### src/rtl/lpf_scheduler.sv
// Four-channel first-order low-pass filter sharing one subtract/shift/add datapath.
// Define LPF_BYPASS_EN to add a per-channel bypass input.
module lpf_scheduler #(
   parameter int unsigned CLKSPEED   = 27000000,
   parameter int unsigned FILTERFREQ = 400
) (
   input  logic        clk,
   input  logic        reset,
   input  logic [59:0] in_sound,
   output logic [59:0] out_sound,
   input  logic        cfg_we,
   input  logic [1:0]  cfg_ch,
   input  logic [2:0]  cfg_shift,
`ifdef LPF_BYPASS_EN
   input  logic [3:0]  bypass,
`endif
   output logic        busy,
   output logic        sweep_done,
   output logic        overrun
);

   localparam int unsigned SAMPLE_W  = 15;
   localparam int unsigned NUM_CH    = 4;
   localparam int unsigned CH_W      = 2;
   localparam int unsigned SHIFT_W   = 3;
   localparam int unsigned DIFF_W    = 18;
   localparam int unsigned PRESCALER = CLKSPEED / (FILTERFREQ * 32);
   localparam int unsigned CNT_W     = (PRESCALER < 2) ? 1 : $clog2(PRESCALER + 1);
   localparam int unsigned EXT_W     = DIFF_W - SAMPLE_W;

   typedef enum logic [1:0] {
      S_IDLE,
      S_READ,
      S_CALC,
      S_WRITE
   } state_t;

   state_t                     r_state;
   state_t                     w_state_nxt;
   logic [CH_W-1:0]            r_ch;
   logic [CH_W-1:0]            w_ch_nxt;
   logic [CNT_W-1:0]           r_cnt;
   logic                       w_tick;
   logic                       w_busy_nxt;
   logic                       w_done_nxt;
   logic                       w_ovr_nxt;
   logic                       r_busy;
   logic                       r_done;
   logic                       r_ovr;

   logic [SHIFT_W-1:0]         r_shift [NUM_CH];
   logic [SAMPLE_W-1:0]        r_out   [NUM_CH];
   logic [SAMPLE_W-1:0]        w_in    [NUM_CH];
   logic [SAMPLE_W-1:0]        r_out_lat;
   logic signed [DIFF_W-1:0]   w_diff;
   logic signed [DIFF_W-1:0]   r_diff;
   logic [SAMPLE_W-1:0]        r_step;
   logic [SAMPLE_W-1:0]        w_sum;
   logic [SAMPLE_W-1:0]        w_wdata;

   // Unpack the input bus and pack the registered outputs.
   for (genvar g = 0; g < NUM_CH; g++) begin : g_pack
      assign w_in[g] = in_sound[g*SAMPLE_W +: SAMPLE_W];
      assign out_sound[g*SAMPLE_W +: SAMPLE_W] = r_out[g];
   end

   assign busy       = r_busy;
   assign sweep_done = r_done;
   assign overrun    = r_ovr;

   // Sweep-rate prescaler: tick in the cycle the counter reads zero.
   assign w_tick = (r_cnt == '0);

   always_ff @(posedge clk or posedge reset) begin
      if (reset) begin
         r_cnt <= CNT_W'(PRESCALER);
      end else if (w_tick) begin
         r_cnt <= CNT_W'(PRESCALER);
      end else begin
         r_cnt <= r_cnt - CNT_W'(1);
      end
   end

   // Per-channel shift configuration.
   always_ff @(posedge clk or posedge reset) begin
      if (reset) begin
         for (int i = 0; i < NUM_CH; i++) begin
            r_shift[i] <= SHIFT_W'(3);
         end
      end else if (cfg_we) begin
         r_shift[cfg_ch] <= cfg_shift;
      end
   end

   // FSM state register.
   always_ff @(posedge clk or posedge reset) begin
      if (reset) begin
         r_state <= S_IDLE;
         r_ch    <= '0;
         r_busy  <= 1'b0;
         r_done  <= 1'b0;
         r_ovr   <= 1'b0;
      end else begin
         r_state <= w_state_nxt;
         r_ch    <= w_ch_nxt;
         r_busy  <= w_busy_nxt;
         r_done  <= w_done_nxt;
         r_ovr   <= w_ovr_nxt;
      end
   end

   // Next-state and flag logic; a tick outside IDLE is dropped and flagged.
   always_comb begin
      w_state_nxt = r_state;
      w_ch_nxt    = r_ch;
      w_done_nxt  = 1'b0;
      w_ovr_nxt   = 1'b0;
      case (r_state)
         S_IDLE: begin
            if (w_tick) begin
               w_state_nxt = S_READ;
               w_ch_nxt    = '0;
            end
         end
         S_READ:  w_state_nxt = S_CALC;
         S_CALC:  w_state_nxt = S_WRITE;
         S_WRITE: begin
            if (r_ch == CH_W'(NUM_CH - 1)) begin
               w_state_nxt = S_IDLE;
               w_done_nxt  = 1'b1;
            end else begin
               w_state_nxt = S_READ;
               w_ch_nxt    = r_ch + CH_W'(1);
            end
         end
         default: w_state_nxt = S_IDLE;
      endcase
      if (w_tick && (r_state != S_IDLE)) begin
         w_ovr_nxt = 1'b1;
      end
      w_busy_nxt = (w_state_nxt != S_IDLE);
   end

   // Zero-extended operands give an exact signed difference in 18 bits.
   assign w_diff = $signed({{EXT_W{1'b0}}, w_in[r_ch]})
                 - $signed({{EXT_W{1'b0}}, r_out[r_ch]});
   assign w_sum  = r_out_lat + r_step;

`ifdef LPF_BYPASS_EN
   logic [SAMPLE_W-1:0] r_in_lat;

   always_ff @(posedge clk or posedge reset) begin
      if (reset) begin
         r_in_lat <= '0;
      end else if (r_state == S_READ) begin
         r_in_lat <= w_in[r_ch];
      end
   end

   assign w_wdata = bypass[r_ch] ? r_in_lat : w_sum;
`else
   assign w_wdata = w_sum;
`endif

   // Shared datapath; the step stays between in and out so 15-bit wrap is exact.
   always_ff @(posedge clk or posedge reset) begin
      if (reset) begin
         r_out_lat <= '0;
         r_diff    <= '0;
         r_step    <= '0;
         for (int i = 0; i < NUM_CH; i++) begin
            r_out[i] <= '0;
         end
      end else begin
         case (r_state)
            S_READ: begin
               r_out_lat <= r_out[r_ch];
               r_diff    <= w_diff;
            end
            S_CALC: begin
               r_step <= (r_shift[r_ch] == '0) ? '0
                                               : SAMPLE_W'(r_diff >>> r_shift[r_ch]);
            end
            S_WRITE: begin
               r_out[r_ch] <= w_wdata;
            end
            default: begin
            end
         endcase
      end
   end

endmodule

### config.mk
export PLATFORM = sky130hd
export DESIGN_NAME = lpf_scheduler
export DESIGN_NICKNAME = d
export VERILOG_FILES = /design/src/rtl/lpf_scheduler.sv
export SDC_FILE = /design/constraint.sdc
export NUM_CORES = 1
export LEC_CHECK = 0
export ABC_AREA = 0
export BUFFER_PORTS_ARGS = -buffer_cell sky130_fd_sc_hd__clkbuf_2
export CAP_MARGIN = 20
export CORE_MARGIN = 2
export CORE_UTILIZATION = 50
export DETAILED_ROUTE_END_ITERATION = 10
export PLACE_DENSITY = 0.72
export SYNTH_ARGS = -nofsm -noshare
export SYNTH_HDL_FRONTEND = slang
export SYNTH_SLANG_ARGS = --single-unit
export TNS_END_PERCENT = 100
### constraint.sdc
create_clock -name clk -period 6.1 [get_ports clk]
set_input_delay 0.915 -clock clk [delete_from_list [all_inputs] [get_ports clk]]
set_output_delay 0.915 -clock clk [all_outputs]
set_load 0.02 [all_outputs]
Word level (Yosys, flattened, before mapping). Index checks and enable logic that the tools add are counted. W data, S select, Z words.

Flip-flop bits (word level): 139. Input port bits: 68. Output and inout port bits: 63. Word-level logic and storage cells: 70.

Add/subtract/negate cells: 4. Order comparisons: 4. Equality and inequality tests: 6. Shift-type cells: 1. Mux-type cells: 26. Bitwise logic cells: 2. Reductions and logical operators: 10.

Operators by type and width (count): $mux W15 (6); $bmux W15 S2 (2); $bwmux W60 (1); $demux W15 S2 (1); $sshr A18 B3 Y15 (1); $sub A15 B15 Y16 (1); $add A15 B15 Y15 (1); $bwmux W12 (1); $logic_not A12 Y1 (1); $mux W12 (1); $sub A12 B1 Y12 const B (1); $mux W3 (3); $pmux W2 S4 (1); $bmux W3 S2 (1); $demux W3 S2 (1); $eq A2 B2 Y1 const B (3); $ge A3 B3 Y1 const B (2); $lt A3 B1 Y1 const B (2); $mux W2 (3); $not A2 Y3 (2); $reduce_bool A2 Y1 (3); $mux W1 (4); $ne A2 B2 Y1 const B (2); $pmux W2 S2 (1); other kinds (6) (8).

Longest topological paths before layout. Gate-level depths: netlist (run 1).

Word-level depth: 6. Gate-level depth with buffers: 13.

Least setup slack after synthesis (run 1). OpenSTA, ideal clock, no wires.

Kind: in2reg. Start point: in in_sound[45]. End point: reg r_diff[12]. Arrival time: 3069 ps. Data required time: 5975 ps. Slack: 2906 ps. Cell stages on the path: 11. Buffers on the path: 0. Cell sequence: mux4_2 -> inv_1 -> ha_1 -> inv_1 -> fa_1 -> a211oi_1 -> o21bai_1 -> a21o_1 -> a21oi_1 -> xnor2_1 -> mux2_2.

Cells in the longest elaborated chain, start to end: 4.

RTL lines: start: declaration (line 9) `input logic [59:0] in_sound,`; $bmux W15 S2 (line 145) `assign w_diff = $signed({{EXT_W{1'b0}}, w_in[r_ch]})`; $mux W15 (implied by the code) (2 in a row) (line 145); $sub A15 B15 Y16 (line 146) `- $signed({{EXT_W{1'b0}}, r_out[r_ch]});`; end signal: assignment (line 178) `r_diff <= w_diff;`; end: declaration (line 56) `logic signed [DIFF_W-1:0] r_diff;`.

Every way passes these cells. The select of a mux whose other input is x is not followed. A chain may end at the register's enable or synchronous reset.

Worst setup path in the final report (run 1).
Start point: reg r_ch[0]. End point: reg r_diff[9].

Cells in the longest elaborated chain, start to end: 5. Elaborated cells between the ends (all ways): 8.

RTL lines: start: declaration (line 40) `logic [CH_W-1:0] r_ch;`; start signal: assignment (line 105) `r_ch <= w_ch_nxt;`; $not A2 Y3 (implied by the code) * (line 145, 146); $bmux W15 S2 (on tied branches) (line 145, 146); $mux W15 (on tied branches) (2 in a row) (line 145, 146); $sub A15 B15 Y16 * (line 146).

Every way passes the cells marked *; elsewhere a longest branch is shown, timed or not. The select of a mux whose other input is x is not followed.

==> flow_metrics.tcl, run 1 <==
set metrics [dict create \
    status "finished, final reports clean" \
    crit_arrival_ps 3890 \
    cp_max_fo 21 \
    final_cells 1128 \
    ios 131 \
    grt_max_degree 73 \
    gp_congestion 0.925 \
    ys_ff_latch 136 \
    synthDistinctLibCells 61 \
    dpl.cell_count 1096 \
    p_leak_nw 4.52 \
    hold_ws_ps 454 \
    ir_worst_vdd_uv 224 \
    postCtsHoldBufs 0 \
    hpwlAfterDp_um 15400 \
    slowest_stage "dfrtp_2" \
    p_clk_frac 0.298 \
    syn_inst 781 \
    ys_async_sr_fraction 1.00 \
    firstDrtPassIters 5 \
    power.total_w 0.00313 \
    routed_wl_um 20500 \
    r2r_slack_ps 2520 \
    synth_edf_count 0 \
    tns_ps 0 \
    max-slew-margin-rel 0.379 \
    grt_pass1_wl_um 32600 \
    syn_avg_cell_area_um2 10.3 \
    switching_share 0.362 \
    critPathRequiredTime_ps 6410 \
    p_switching_w 0.00113 \
    tightest_slew_ps 931 \
    num_rows 46 \
    coreArea_um2 15800 \
    die_w_um 131 \
    setup_viol 0 \
    rsz0062_at_grt "false" \
    setup.worst_path.end_class "flip-flop" \
    cap_violations 0 \
    start_util 0.509 \
    post-synth-top-area-cell "dfrtp_1" \
    cpPeakStageDelay_ps 770 \
    antenna-diode-count 0 \
    synth_area_leaders "dfrtp_1 38%, mux4_2 8.4%, mux2_2 6.7%, nand2_1 6.2%, ha_1 5.9%" \
    die_area_um2 17100 \
    die_y_um 131 \
    clk_path_buf_depth 2 \
    drtIter0Drc 433 \
    area_growth_pct 16.6 \
    synth_top_cell_area_share 0.379 \
    num-nets-final 1007 \
    pwr-share-comb 0.321 \
    cp_cell_sequence "buf_4, mux4_1, inv_1, ha_1, nor2b_1, o2111ai_1, and2_1, o21ai_0, xor2_1, mux2_2" \
    synth_ff_type "dfrtp_1" \
    powerDensity_nw_per_um2 333 \
    fin_area_um2 9390 \
    grt_pass1_vias 6151 \
    track_usage 0.250 \
    p_int_w 0.00200 \
    hold_viol 0 \
    path_class "flip-flop to flip-flop" \
    pwr-share-seq 0.381 \
    vias_per_cell 5.75 \
    numCtsBuffers 17 \
    skew_ps 9.66 \
    finalMaxSlewViolations 0 \
    drc_errors 0 \
    cts_tree "done" \
    cts_root_buffer "clkbuf_16" \
    drive_gt1_frac 0.294 \
    path_clk_slew_ps 60 \
    clock_latency_ps 430 \
    fmax_ghz 0.279 \
    htree_levels 4 \
    postCtsResizedCells 0 \
    syn-cell-area_um2 8060 \
    cts_setup_buffers 0 \
    hp-class "flip-flop to flip-flop" \
    fin_crit_sh 0.587 \
    fin_crit_ps 3580 \
    ys_seq_area_frac 0.425 \
    worst_setup_path_start_kind "flip-flop" \
    grt.overflow.total 0 \
    synth_fp_nets 889 \
    wire_per_inst_um 18.2 \
    antenna_found_initial 0 \
    port_buffers 130 \
    num_vias 6481 \
    dpl_cell_area_um2 8850 \
    clock-sinks 136 \
    synth.yosys.warnings 0 \
    ant_nets 0 \
]
flip-flops by register name, indices dropped and copies added, names as in the netlist:
name and count:
r_ch 2, r_diff 15, overrun 1, r_out_lat 15, sweep_done 1, busy 1, r_shift 12, out_sound 60
r_state 2, r_cnt 12, r_step 15
layout by cell type, fill, tap and decap left out, types with 8 or more instances in the layout:
cell type	instances
nand2_1	134
dfrtp_1	120
a21o_1	9
mux2_2	48
a31oi_1	16
o21a_1	9
dfstp_2	14
inv_1	40
ha_1	38
nor3_1	17
o21ai_0	46
clkbuf_2	130
o31ai_1	8
a21oi_1	27
mux2i_1	20
xnor2_1	18
nor2_1	45
nand3_1	12
nor2b_1	9
clkbuf_16	17
mux4_2	30
routing by layer:
layer | wire length (um) | up-vias | share of wire | GRT usage
met5 | 0 | - | 0 | 0
met4 | 308 | 0 | 0.015 | 0.0670
met3 | 1420 | 34 | 0.069 | 0.0529
met2 | 9690 | 236 | 0.47 | 0.391
met1 | 9110 | 3169 | 0.44 | 0.357
li1 | - | 3042 | - | -
worst max-delay path, delay by kind of cell, from the launching register on:
family	cells	cell delay [ps]
compound gates	2	420
xor+xnor	1	150
fa+ha+maj	1	230
buf+inv	2	580
flops	1	770
mux	2	900
simple gates	2	380
final timing paths:
check                               from             to  cells past startpoint
worst min register to register  r_cnt[0]       r_cnt[0]                      1
max in group asynchronous          reset   r_out_lat[9]                      3
worst max-delay path             r_ch[0]      r_diff[9]                     10
worst min-delay path            r_cnt[0]       r_cnt[0]                      1
worst max register to register   r_ch[0]      r_diff[9]                     10
min in group asynchronous          reset  out_sound[33]                      2
power groups by stage:
stage | Combinational [W] | Sequential (W) | Clock (W)
2_1_floorplan | 0.000613 | 0.00127 | 0
3_3_place_gp | 0.000979 | 0.00120 | 0
3_5_place_dp | 0.000994 | 0.00120 | 0
4_1_cts | 0.00100 | 0.00119 | 0.000946
5_1_grt | 0.00111 | 0.00121 | 0.000987
6_report | 0.00100 | 0.00119 | 0.000931
layout make-up:
class / instances / area [um2]
Inverter: 41 / 156
Timing Repair Buffer: 135 / 688
Fill cell: 1357 / 6440
Clock inverter: 13 / 96.3
Tap cell: 216 / 270
Sequential cell: 136 / 3420
Clock buffer: 19 / 443
Multi-Input combinational cell: 568 / 4310
cells in the mapped netlist (3+ instances only):
cell type,number
or2_2,4
a221oi_1,3
a21o_1,9
nand2_1,134
nand3b_1,3
xor2_1,6
buf_2,6
o211ai_1,6
a211oi_1,5
nand3_1,12
mux4_2,30
o22ai_1,3
a21oi_1,27
nor2b_1,9
o21a_1,9
dfrtp_1,122
clkbuf_1,24
ha_1,38
mux2i_1,20
mux4_1,3
dfstp_2,14
nor2_1,45
inv_1,41
a31oi_1,16
a21boi_0,3
o31ai_1,8
nor3_1,17
mux2_2,48
nand2b_1,3
a32oi_1,6
xnor2_1,18
o21ai_0,46
and2_1,4
buf_1,3
o21bai_1,3
stage by stage:
step	setup WS, ps	utilization
CTS	2450	0.593
global route	2130	0.593
global placement	2560	0.559
finish	2520	0.593
floorplan	1570	-
detailed placement	2480	0.559
cell families after synthesis:
logic type / Yosys count / synth area share
mux: 101 / 0.186
xor+xnor: 24 / 0.0261
simple gates: 244 / 0.132
fa+ha+maj: 40 / 0.0640
flops: 136 / 0.425
buf+inv: 77 / 0.0401
compound gates: 159 / 0.127
No activity file was read; power rests on OpenSTA's default activity.
==> run 2: changes to the inputs <==
clock period = 3.6 ns   (was 6.1 ns; I/O delays follow)
==> flow_metrics.tcl, run 2 (synthesis gave the netlist of run 1 again) <==
set metrics [dict create \
    port_buffers 130 \
    clock_latency_ps 430 \
    ant_nets 0 \
    status "finished, final reports clean" \
    numCtsBuffers 17 \
    clock-sinks 136 \
    path_clk_slew_ps 70 \
    hpwlAfterDp_um 15600 \
    critPathRequiredTime_ps 3870 \
    fmax_ghz 0.307 \
    powerDensity_nw_per_um2 578 \
    cts_setup_buffers 0 \
    clk_path_buf_depth 2 \
    num-nets-final 1016 \
    die_y_um 131 \
    final_cells 1137 \
    cp_max_fo 10 \
    utilization 0.602 \
    drtIter0Drc 570 \
    num_vias 6655 \
    routed_wl_um 21200 \
    htree_levels 4 \
    tns_ps 0 \
    coreArea_um2 15800 \
    setup_viol 0 \
    layout_common_cells "134 x nand2_1, 130 x clkbuf_2, 121 x dfrtp_1" \
    rr_worst_depth 11 \
    gp_congestion 0.937 \
    area_growth_pct 18.2 \
    cts_root_buffer "clkbuf_16" \
    track_usage 0.258 \
    power.total_w 0.00551 \
    firstDrtPassIters 5 \
    worst_setup_path_start_kind "flip-flop" \
    postCtsResizedCells 0 \
    hold_ws_ps 304 \
    r2r_slack_ps 340 \
    largest_reg_flops 60 \
    fin_crit_sh 0.905 \
    skew_ps 11.9 \
    hp-class "input pin to asynchronous set/reset pin" \
    antenna-diode-count 0 \
    antenna_found_initial 0 \
    grt_max_degree 137 \
    p_leak_nw 4.60 \
    finalMaxSlewViolations 0 \
    max-slew-margin-rel 0.512 \
    tightest_slew_ps 733 \
    setup.worst_path.end_class "flip-flop" \
    drive_gt1_frac 0.301 \
    die_area_um2 17100 \
    die_w_um 131 \
    rsz0062_at_grt "false" \
    ios 131 \
    cts_tree "done" \
    dpl.cell_count 1105 \
    crit_arrival_ps 3530 \
    fin_crit_ps 3260 \
    ir_worst_vdd_uv 486 \
    path_class "flip-flop to flip-flop" \
    cap_violations 0 \
    mostFrequentLayoutCell "nand2_1" \
    grt_pass1_wl_um 33600 \
    drc_errors 0 \
    hold_viol 0 \
    grt.overflow.total 0 \
    num_rows 46 \
    start_util 0.509 \
    vias_per_cell 5.85 \
    wire_per_inst_um 18.7 \
    postCtsHoldBufs 0 \
    grt_pass1_vias 6401 \
]
[run 2: cell types whose count changed in the layout (fill, tap and decap cells not counted), sizes merged]
cell / delta
clkinvlp: -3
bufinv: +1
inv: +4
buf: +9
clkinv: -1
clkbuf: -1
[run 2: area by class of cell]
class / count / area, um2
inverters: 41 / 158
clock buffers: 18 / 439
repair buffers: 144 / 768
clock inverters: 14 / 155
multi-input cells: 568 / 4310
flip-flops and latches: 136 / 3420
fillers: 1297 / 6300
well taps: 216 / 270
[run 2: metrics by stage]
step	area, um2	setup WS (ps)
global placement	8930	464
CTS	9520	410
finish	9520	343
detailed placement	8930	435
floorplan	8060	430
global route	9520	107
[run 2: critical path, stage by stage (launching register included)]
cell	delay, ps
dfrtp_2	530
mux4_2	560
inv_1	80
ha_1	150
inv_1	50
fa_1	420
a211oi_1	430
o21ai_0	160
a21oi_1	290
a32oi_1	170
xnor2_1	170
a21oi_1	90
[run 2: where the power goes]
part | internal (W) | total [W] | leakage (nW) | switching, W
logic | 0.000691 | 0.00172 | 2.61 | 0.00103
clock network | 0.00100 | 0.00177 | 0.291 | 0.000765
registers | 0.00179 | 0.00202 | 1.69 | 0.000224
total | 0.00349 | 0.00551 | 4.60 | 0.00202
[run 2: metal layers]
layer	global-route usage	vias to the layer above	share of wire	routed length, um
met5	0	-	0	0
met4	0.0939	0	0.022	468
met3	0.0643	32	0.084	1780
met2	0.394	301	0.47	9930
met1	0.359	3249	0.43	9040
li1	-	3073	-	-
[run 2: final timing paths]
check,from,to
max in group asynchronous,reset,r_ch[0]
worst max register to register,r_ch[0],r_diff[14]
worst min-delay path,reset,out_sound[36]
worst min register to register,r_cnt[0],r_cnt[0]
min in group clk,cfg_shift[1],r_shift[4]
worst max-delay path,r_ch[0],r_diff[14]
